## src/rtl/uart_apb_master.sv

```systemverilog
// APB master that configures a UART core, then polls its STATUS register and
// moves received bytes to an rx stream and tx-stream bytes into the transmitter.
module uart_apb_master #(
  parameter logic [12:0] BAUD_VALUE = 13'd1,
  parameter logic [2:0]  CTRL2_BITS = 3'b001,
  parameter int unsigned POLL_GAP   = 4
) (
  input  logic       PCLK,
  input  logic       PRESETN,
  output logic [4:0] PADDR,
  output logic       PSEL,
  output logic       PENABLE,
  output logic       PWRITE,
  output logic [7:0] PWDATA,
  input  logic [7:0] PRDATA,
  input  logic       PREADY,
  input  logic       PSLVERR,
  input  logic [7:0] tx_data,
  input  logic       tx_valid,
  output logic       tx_ready,
  output logic [7:0] rx_data,
  output logic       rx_valid,
  input  logic       rx_ready,
  output logic [3:0] err_flags,
  input  logic       err_clr,
  output logic       cfg_done
);

  typedef enum logic [2:0] {CFG1, CFG2, GAP, POLL, RD_RX, WR_TX} state_t;

  localparam logic [4:0] ADDR_TXDATA = 5'h00;
  localparam logic [4:0] ADDR_RXDATA = 5'h04;
  localparam logic [4:0] ADDR_CTRL1  = 5'h08;
  localparam logic [4:0] ADDR_CTRL2  = 5'h0C;
  localparam logic [4:0] ADDR_STATUS = 5'h10;

  localparam logic [7:0] GAP_LAST   = (POLL_GAP == 0) ? 8'd0 : 8'(POLL_GAP - 1);
  // With no gap configured, every transfer is followed straight by a status poll.
  localparam state_t     AFTER_XFER = (POLL_GAP == 0) ? POLL : GAP;

  state_t     state, next_state;
  logic [7:0] gap_cnt;
  logic       xfer_done;
  logic       poll_done;
  logic [3:0] err_set;
  logic       start_xfer;
  logic [4:0] setup_addr;
  logic       setup_write;
  logic [7:0] setup_wdata;

  assign xfer_done = PSEL & PENABLE & PREADY;
  assign poll_done = xfer_done & (state == POLL);
  assign tx_ready  = xfer_done & (state == WR_TX);
  assign err_set   = {xfer_done & PSLVERR, {3{poll_done}} & PRDATA[4:2]};

  // NOTE: every output of a combinational block gets a default first so no
  // path through the case statement leaves a latch behind.
  always_comb begin
    next_state = state;
    unique case (state)
      CFG1:    if (xfer_done) next_state = CFG2;
      CFG2:    if (xfer_done) next_state = AFTER_XFER;
      GAP:     if (gap_cnt == GAP_LAST) next_state = POLL;
      POLL: begin
        if (xfer_done) begin
          if (PRDATA[1] && !rx_valid)     next_state = RD_RX;
          else if (PRDATA[0] && tx_valid) next_state = WR_TX;
          else                            next_state = AFTER_XFER;
        end
      end
      RD_RX, WR_TX: if (xfer_done) next_state = AFTER_XFER;
      default: next_state = CFG1;
    endcase
  end

  // Address/direction/data for the transfer that the next state will issue.
  always_comb begin
    start_xfer  = 1'b1;
    setup_addr  = ADDR_STATUS;
    setup_write = 1'b0;
    setup_wdata = 8'h00;
    unique case (next_state)
      CFG1: begin
        setup_addr  = ADDR_CTRL1;
        setup_write = 1'b1;
        setup_wdata = BAUD_VALUE[7:0];
      end
      CFG2: begin
        setup_addr  = ADDR_CTRL2;
        setup_write = 1'b1;
        setup_wdata = {BAUD_VALUE[12:8], CTRL2_BITS};
      end
      POLL:  setup_addr = ADDR_STATUS;
      RD_RX: setup_addr = ADDR_RXDATA;
      WR_TX: begin
        setup_addr  = ADDR_TXDATA;
        setup_write = 1'b1;
        setup_wdata = tx_data;
      end
      default: start_xfer = 1'b0;
    endcase
  end

  // NOTE: sequential state uses non-blocking assignments so every register
  // samples the pre-edge values regardless of statement order.
  always_ff @(posedge PCLK or negedge PRESETN) begin
    if (!PRESETN) begin
      state   <= CFG1;
      gap_cnt <= 8'd0;
    end else begin
      state   <= next_state;
      gap_cnt <= (state == GAP && next_state == GAP) ? gap_cnt + 8'd1 : 8'd0;
    end
  end

  always_ff @(posedge PCLK or negedge PRESETN) begin
    if (!PRESETN) begin
      PSEL    <= 1'b0;
      PENABLE <= 1'b0;
      PWRITE  <= 1'b0;
      PADDR   <= 5'h00;
      PWDATA  <= 8'h00;
    end else if (PSEL && !xfer_done) begin
      PENABLE <= 1'b1;
    end else if (start_xfer) begin
      PSEL    <= 1'b1;
      PENABLE <= 1'b0;
      PADDR   <= setup_addr;
      PWRITE  <= setup_write;
      PWDATA  <= setup_wdata;
    end else begin
      PSEL    <= 1'b0;
      PENABLE <= 1'b0;
    end
  end

  always_ff @(posedge PCLK or negedge PRESETN) begin
    if (!PRESETN) begin
      rx_data   <= 8'h00;
      rx_valid  <= 1'b0;
      cfg_done  <= 1'b0;
      err_flags <= 4'h0;
    end else begin
      // A slave error still completes the read, so the byte is delivered.
      if (xfer_done && state == RD_RX) begin
        rx_data  <= PRDATA;
        rx_valid <= 1'b1;
      end else if (rx_valid && rx_ready) begin
        rx_valid <= 1'b0;
      end
      if (xfer_done && state == CFG2) cfg_done <= 1'b1;
      err_flags <= err_clr ? err_set : (err_flags | err_set);
    end
  end

endmodule
```

## config.mk

```make
export PLATFORM = sky130hd
export DESIGN_NAME = uart_apb_master
export DESIGN_NICKNAME = d
export VERILOG_FILES = /design/src/rtl/uart_apb_master.sv
export SDC_FILE = /design/constraint.sdc
export NUM_CORES = 1
export LEC_CHECK = 0
export CAP_MARGIN = 20
export CORE_MARGIN = 2
export CORE_UTILIZATION = 56
export DETAILED_ROUTE_END_ITERATION = 6
export DONT_BUFFER_PORTS = 1
export PLACE_DENSITY = 0.82
export RECOVER_POWER = 100
export SKIP_LAST_GASP = 1
export SYNTH_ARGS = -nofsm -noshare
export SYNTH_HDL_FRONTEND = slang
export SYNTH_SLANG_ARGS = --single-unit
```

## constraint.sdc

```tcl
create_clock -name PCLK -period 2 [get_ports PCLK]
set_input_delay 0.1 -clock PCLK [delete_from_list [all_inputs] [get_ports PCLK]]
set_output_delay 0.1 -clock PCLK [all_outputs]
set_load 0.05 [all_outputs]
```

* After elaboration in Yosys (flattened, before gate mapping) *
Cells that the tools add are included.

cells by class
  add/sub/neg operators = 1
  equality and inequality tests = 11
  multiplexer cells = 17
  bitwise operators = 8
  reduce and logical (&&, ||, !) cells = 17

operator list
  operator             number
  $pmux 5 s4           1
  $mux 3               6
  $pmux 8 s2           1
  $eq 3x2->1 const B   4
  $eq 3x3->1 const B   4
  $pmux 3 s4           1
  $add 8x1->8 const B  1
  $eq 8x2->1 const B   1
  $mux 8               1
  $logic_and 1x1->1    7
  $eq 3x1->1 const B   2
  $logic_not 3->1      2
  $mux 1               6
  $reduce_or 3->1      2
  $and 1x1->1          5
  $reduce_or 5->1      1
  $mux 4               1
  $or 4x4->4           1
  $and 3x3->3          1
  $logic_not 1->1      2
  $reduce_and 2->1     1
  $reduce_bool 2->1    1
  $reduce_or 2->1      1
  $not 1->1            1

word-level totals
  register bits after elaboration = 41
  input port bits = 23
  output and inout bits = 31
  word-level logic and storage cells = 65

* Longest topological paths before layout *
Gate-level depths: netlist of run 1.

  word-level depth = 9
  mapped depth = 7
  gate-level depth less buffers = 6

* Worst setup path after synthesis of run 1 *
Ideal clock, no wire load.

  path type = flip-flop to flip-flop
  start point = reg gap_cnt[4]
  end point = reg PADDR[3]
  data arrival time = 1.945 ns
  data required time = 1.880 ns
  setup slack = -0.065 ns
  stages on the path, launching flop included = 6
  clock period less this slack = 2.065 ns
  cell sequence = dfrtp_1 > or4_4 > or4b_4 > o211ai_4 > nand2_4 > a31o_1

between the ends
  word-level cells in the longest chain between the ends = 7
  elaborated cells between the ends (all ways) = 12
  those cells by class = 5 x eq/ne; 4 x mux; 3 x reduce/logical

ends and longest elaborated chain
  item                                line  text
  start: declaration                  42    logic [7:0] gap_cnt;
  start signal: assignment            112   gap_cnt <= (state == GAP && next_state == GAP) ? gap_cnt + 8'd1 : 8'd0;
  $eq 8x2->1 *                        63    GAP: if (gap_cnt == GAP_LAST) next_state = POLL;
  $mux 3 *                            63
  $pmux 3 s4 *                        60    unique case (state)
  via next_state[0]                   41    state_t state, next_state;
  $eq 3x3->1 (tied with other cells)  82    unique case (next_state)
  $reduce_or 5->1 (no line)           --
  $mux 1                              82
  $reduce_and 2->1 (no line)          --
  end signal: assignment              128   PADDR <= setup_addr;
  end: declaration                    10    output logic [4:0] PADDR,

The timed path passes the listed nets; every way through them passes the cells marked *.
A chain may end at the register's enable or synchronous reset.

* Final worst setup path of run 1 *
  start point = reg gap_cnt[4]
  end point = reg PWDATA[0]

between the ends
  word-level cells in the longest chain between the ends = 7
  elaborated cells between the ends (all ways) = 13
  those cells by class = 5 x eq/ne; 4 x mux; 4 x reduce/logical

ends and longest elaborated chain
  item                                line  text
  $eq 8x2->1 *                        63
  $mux 3 *                            63
  $pmux 3 s4 *                        60
  via next_state[0]                   41
  $eq 3x3->1 (tied with other cells)  82
  $reduce_or 5->1 (no line)           --
  $mux 1                              82
  $reduce_and 2->1 (no line)          --
  end signal: assignment              130   PWDATA <= setup_wdata;
  end: declaration                    14    output logic [7:0] PWDATA,

Marks and branches as above.

==> results.py, run 1 <==
metrics = {
    "grt": {
        "grt-ovfl-total": 0,
        "grt_pass1_vias": 1448,
        "grt_max_degree": 40,
        "antenna_found_initial": 0,
        "grt_pass1_wl_um": 6168,
        "grt_util_all_layers": 0.2322,
    },
    "placement": {
        "routabilityCongestion": 0.7840,
        "dp_cells": 227,
        "dpl.hpwl_um": 2710,
        "io_buffers": 0,
    },
    "worst_setup_path": {
        "crit_buf_inv": 0,
        "arrival_ns": 2.41,
        "cp_data_required_time_ns": 2.29,
        "worstPathCellList": "or4_4 -> or4b_4 -> o211ai_4 -> mux2i_2 -> o21a_1",
        "cp_top_family": "simple AND/OR/NAND/NOR gates",
        "crit_slowest_cell": "or4_4",
        "endpoint_kind": "flip-flop",
        "max_stage_delay_ns": 0.53,
        "crit_path_max_fanout": 5,
        "startpoint_type": "flip-flop",
        "crit_type": "reg -> reg",
    },
    "pwr": {
        "ir_drop_mv": 0.9298,
        "p_total_mw": 3.119,
        "power.density_nw_per_um2": 1364,
        "leakage_nw": 1.098,
    },
    "finish": {
        "finalNonFillerCells": 259,
        "final_common_cell": "dfrtp_1",
        "area_growth_pct": 24.86,
        "drive_above_1_share": 0.2279,
        "nNetsFinal": 238,
        "fillerInstances": 198,
        "antennaDiodeCount": 0,
        "most-common-layout-cells": "dfrtp_1 (39), nand2_1 (25), dlygate4sd3_1 (20), buf_4 (16), nor2_1 (13)",
    },
    "die": {
        "start_util": 0.5951,
        "die_area_um2": 3744,
        "io_pins": 54,
        "core-area_um2": 3078,
        "die_h_um": 61.19,
        "die_w_um": 61.19,
        "row_count": 20,
    },
    "clocking": {
        "cts_buffer_depth": 2,
        "h-tree-depth": 2,
        "cts_root_buf": "clkbuf_4",
        "clk_latency_ns": 0.35,
        "cts_buffers": 5,
        "clk_pin_slew_ns": 0.11,
        "cts_sinks": 39,
        "cts_tree": "built",
    },
    "logic_synthesis": {
        "synth_top_cell_area_share": 0.5328,
        "synth_edf_count": 0,
        "synth_largest_area_cell": "dfrtp_1",
        "synth_cells": 172,
        "synth_top_flop_cell": "dfrtp_1",
        "yosys-top-cells-area": "dfrtp_1 (53%), nand2_1 (5.1%), mux2i_1 (4.9%)",
        "yosysWarnings": 0,
        "synth.distinct_cells": 41,
        "synth_area_um2": 1832,
        "ys_ff_latch": 39,
        "async_flop_share": 1.000,
        "avgSynthCellArea_um2": 10.65,
        "seq_area_frac_synth": 0.5328,
    },
    "flow_run": {
        "maxCapViolCount": 0,
    },
    "detailed_routing": {
        "drcViolationCount": 0,
        "finalWirelength_um": 4120,
        "vias_per_cell": 5.521,
        "antenna_left": 0,
        "drt_iter0_markers": 56,
        "drt-wirelength-per-cell_um": 15.91,
        "first_pass_iters": 4,
        "vias": 1430,
    },
    "timing": {
        "rsz0062_at_grt": "true",
        "finalCritPeriodShare": 1.062,
        "fmax_mhz": 471.0,
        "finalSetupViolCount": 12,
        "setup_tns_ns": -0.6588,
        "final-hold-violation-count": 0,
        "relSlewSlack": 0.3648,
        "timing.final.ws_setup_ns": -0.1232,
        "finalMaxSlewViolations": 0,
        "skew_ns": 0.01789,
        "fin_crit_ns": 2.123,
        "tightest_slew_ns": 0.9527,
    },
    "status": {
        "status": "complete, but fails checks",
        "violations": "setup timing",
    },
    "hold_path": {
        "hp-class": "in -> reg",
    },
}
-- kinds of logic (layout without fill, tap and decap cells) --
group / Yosys count / count (layout) / share of synthesized area
fa+ha+maj: 1 / 1 / 0.006830
flops: 39 / 39 / 0.5328
buf+inv: 19 / 61 / 0.05191
compound gates: 26 / 26 / 0.1093
simple gates: 64 / 64 / 0.1749
other cells: 1 / 2 / 0.002047
xor+xnor: 5 / 5 / 0.02391
mux: 17 / 17 / 0.09836
-- final timing paths --
check	startpoint	depth (start not counted)	slack [ns]	endpoint
hold / removal	PREADY	3	0.08	PENABLE
hold reg to reg	gap_cnt[0]	2	0.56	gap_cnt[0]
setup reg to reg	gap_cnt[4]	5	-0.12	PWDATA[0]
setup / recovery	gap_cnt[4]	5	-0.12	PWDATA[0]
min in group asynchronous	PRESETN	2	0.46	PWDATA[6]
max in group asynchronous	PRESETN	2	0.94	rx_data[0]
-- flip-flops by register name (all words and copies together), names as in the netlist --
name / count
PWDATA: 8
gap_cnt: 8
rx_data: 8
err_flags: 4
PADDR: 3
state: 3
PENABLE: 1
PSEL: 1
PWRITE: 1
cfg_done: 1
rx_valid: 1
-- per-layer routing --
metal / up-vias / global-route usage / wire [um]
met2: 65 / 0.4164 / 2087
met1: 693 / 0.2409 / 1618
li1: 665 / - / -
met5: - / 0 / 0
met4: 0 / 0.07764 / 57
met3: 7 / 0.1029 / 356
-- cell type report --
type | instances | area, um2 | area share
inverter | 11 | 41.29 | 0.01805
clock buffer | 6 | 51.30 | 0.02243
sequential | 39 | 975.9 | 0.4267
timing repair buffer | 42 | 352.8 | 0.1543
clock inverter | 2 | 35.03 | 0.01532
tap | 44 | 55.05 | 0.02407
multi-input combinational | 115 | 775.7 | 0.3392
-- metrics by stage --
stage / hold slack (ns) / setup WS [ns] / cell area, um2 / utilization
5_1_grt: 0.06414 / -0.2178 / 2287 / 0.7431
2_1_floorplan: -0.1956 / -0.02649 / 1836 / -
3_5_place_dp: -0.1948 / -0.1253 / 1972 / 0.6407
4_1_cts: 0.06055 / -0.1291 / 2290 / 0.7439
6_report: 0.07806 / -0.1232 / 2287 / 0.7431
3_3_place_gp: -0.1947 / -0.04560 / 1972 / 0.6407
-- worst register-to-register path, cell delays in order, from the launching register on --
cell,delay [ns]
dfrtp_1,0.39
or4_4,0.53
or4b_4,0.53
o211ai_4,0.16
mux2i_2,0.30
o21a_1,0.16
-- what timing repair did --
action,CTS,global route
hold buffers,21,0
resized for setup,1,5
endpoints found under the setup margin,12,12
hold endpoints to repair,59,0
pin swaps,1,2
buffers inserted,1,3
-- report_power, final --
part,switching (mW),internal (mW)
Combinational,0.633,0.495
Sequential,0.499,0.947
Clock,0.249,0.295
Total,1.38,1.74
-- cell usage after synthesis (2+ instances only) --
master	number
o21ai_0	7
mux2_2	8
nand2b_1	3
nand3_1	7
buf_4	4
and3_1	3
a21oi_1	4
mux2i_1	9
inv_1	11
o21a_1	2
clkbuf_1	2
dfrtp_1	39
and2b_2	2
a21o_1	2
nor3_1	3
nand2_1	25
xor2_1	5
nor2_1	13
Note: power is estimated with default switching activity, not from simulation.
==> run 2, diff against run 1 <==
- CORE_UTILIZATION: 56 -> 58
- CTS_CLUSTER_DIAMETER: not set -> 60
- clock period: 2 -> 2.53 ns (I/O delays scaled with it)
==> run 2 against run 1 <==
Net effect:
- the flow now finishes without violations
- critical path type unchanged
- critical endpoint is now PADDR[3]
- setup slack better by 0.42 ns
- largest cell class unchanged
- cell count is 6.9% lower
- total power is 29% lower
==> results.py, run 2 (synthesized netlist as in run 1, its figures left out) <==
metrics = {
    "timing": {
        "finalCritPeriodShare": 0.8813,
        "final-hold-violation-count": 0,
        "whs_ns": 0.1279,
        "finalSetupViolCount": 0,
        "skew_ns": 0.01103,
        "relSlewSlack": 0.4682,
        "setup_tns_ns": 0,
        "fin_crit_ns": 2.230,
        "tightest_slew_ns": 0.7910,
        "rsz0062_at_grt": "false",
        "timing.final.ws_setup_ns": 0.3003,
        "finalMaxSlewViolations": 0,
        "fmax_mhz": 448.5,
    },
    "detailed_routing": {
        "finalWirelength_um": 3729,
        "first_pass_iters": 4,
        "antenna_left": 0,
        "drcViolationCount": 0,
        "drt_iter0_markers": 43,
        "vias_per_cell": 5.544,
        "vias": 1336,
        "drt-wirelength-per-cell_um": 15.47,
    },
    "worst_setup_path": {
        "crit_path_max_fanout": 8,
        "worstPathCellList": "or4_1 -> or4b_1 -> o211ai_4 -> nand2_4 -> a31o_1",
        "crit_type": "reg -> reg",
        "endpoint_kind": "flip-flop",
        "cp_data_required_time_ns": 2.77,
        "crit_start": "gap_cnt[5]",
        "max_stage_delay_ns": 0.59,
        "regToRegStartpoint": "gap_cnt[5]",
        "crit_slowest_cell": "or4b_1",
        "arrival_ns": 2.47,
        "startpoint_type": "flip-flop",
    },
    "die": {
        "die_h_um": 60.20,
        "die_area_um2": 3623,
        "io_pins": 54,
        "row_count": 20,
        "core-area_um2": 3028,
        "die_w_um": 60.20,
        "start_util": 0.6050,
    },
    "status": {
        "status": "finished clean",
    },
    "hold_path": {
        "hp-class": "in -> reg",
        "hp-start": "PREADY",
    },
    "grt": {
        "grt_util_all_layers": 0.2234,
        "grt_pass1_vias": 1312,
        "grt-ovfl-total": 0,
        "grt_max_degree": 40,
        "antenna_found_initial": 0,
        "grt_pass1_wl_um": 5789,
    },
    "clocking": {
        "clk_pin_slew_ns": 0.11,
        "cts_sinks": 39,
        "cts_buffers": 5,
        "cts_root_buf": "clkbuf_4",
        "clk_latency_ns": 0.35,
        "h-tree-depth": 2,
        "cts_tree": "built",
        "cts_buffer_depth": 2,
        "cts_repair_resize_count": 0,
    },
    "placement": {
        "routabilityCongestion": 0.7844,
        "dpl.hpwl_um": 2432,
        "place_ws_ns": 0.3844,
        "io_buffers": 0,
        "postPlaceCellArea_um2": 1859,
    },
    "finish": {
        "area_growth_pct": 16.46,
        "final_common_cell": "dfrtp_1",
        "drive_above_1_share": 0.1269,
        "nNetsFinal": 220,
        "final_area_um2": 2133,
        "most-common-layout-cells": "dfrtp_1 (39), nand2_1 (25), dlygate4sd3_1 (20), nor2_1 (13), inv_1 (11)",
        "antennaDiodeCount": 0,
        "top_regs": "PWDATA: 8 flops, gap_cnt: 8 flops, rx_data: 8 flops",
    },
    "pwr": {
        "p_total_mw": 2.214,
        "power.density_nw_per_um2": 1038,
        "ir_drop_mv": 0.5578,
        "leakage_nw": 1.006,
    },
    "flow_run": {
        "maxCapViolCount": 0,
    },
}
## run 2: final cells by class
class	instances	area, um2
flip-flops and latches	39	975.9
fillers	220	894.6
multi-input cells	115	757.0
repair buffers	24	235.2
clock buffers	8	68.82
well taps	44	55.05
inverters	11	41.29
## run 2: power by group
group	internal (mW)	switching, mW	total (mW)
Sequential	0.748	0.440	1.19
Combinational	0.270	0.401	0.671
Clock	0.164	0.191	0.355
## run 2: what timing repair did
action | 4_1_cts | 5_1_grt
setup buffers | 0 | 0
setup endpoints to repair | 0 | 0
hold endpoints to repair | 59 | 0
hold buffers | 21 | 0
## run 2: worst max-delay path, delay by kind of cell (launching register included)
kind	cells	cell delay, ns
simple gates	3	1.28
flops	1	0.44
compound gates	2	0.40
## run 2: path summary, 6_finish.rpt
kind	cells after the start	endpoint	slack (ns)
max	5	PADDR[3]	0.30
min	3	PSEL	0.13
max reg2reg	5	PADDR[3]	0.30
min reg2reg	1	gap_cnt[0]	0.55
max in group asynchronous	2	gap_cnt[3]	2.10
min in group asynchronous	2	cfg_done	0.24
## run 2: per-stage QoR
step | utilization | cells
finish | 0.7045 | 241
global route | 0.7045 | 241
CTS | 0.7095 | 241
detailed placement | 0.6141 | 212
global placement | 0.6141 | 212
floorplan | - | 173
## run 2: per-layer routing
metal | routed length, um | global-route usage | vias to the layer above
met4 | 53 | 0.1079 | 0
met2 | 1838 | 0.3634 | 61
met1 | 1450 | 0.2409 | 635
li1 | - | - | 634
met5 | 0 | 0 | -
met3 | 386 | 0.1104 | 6
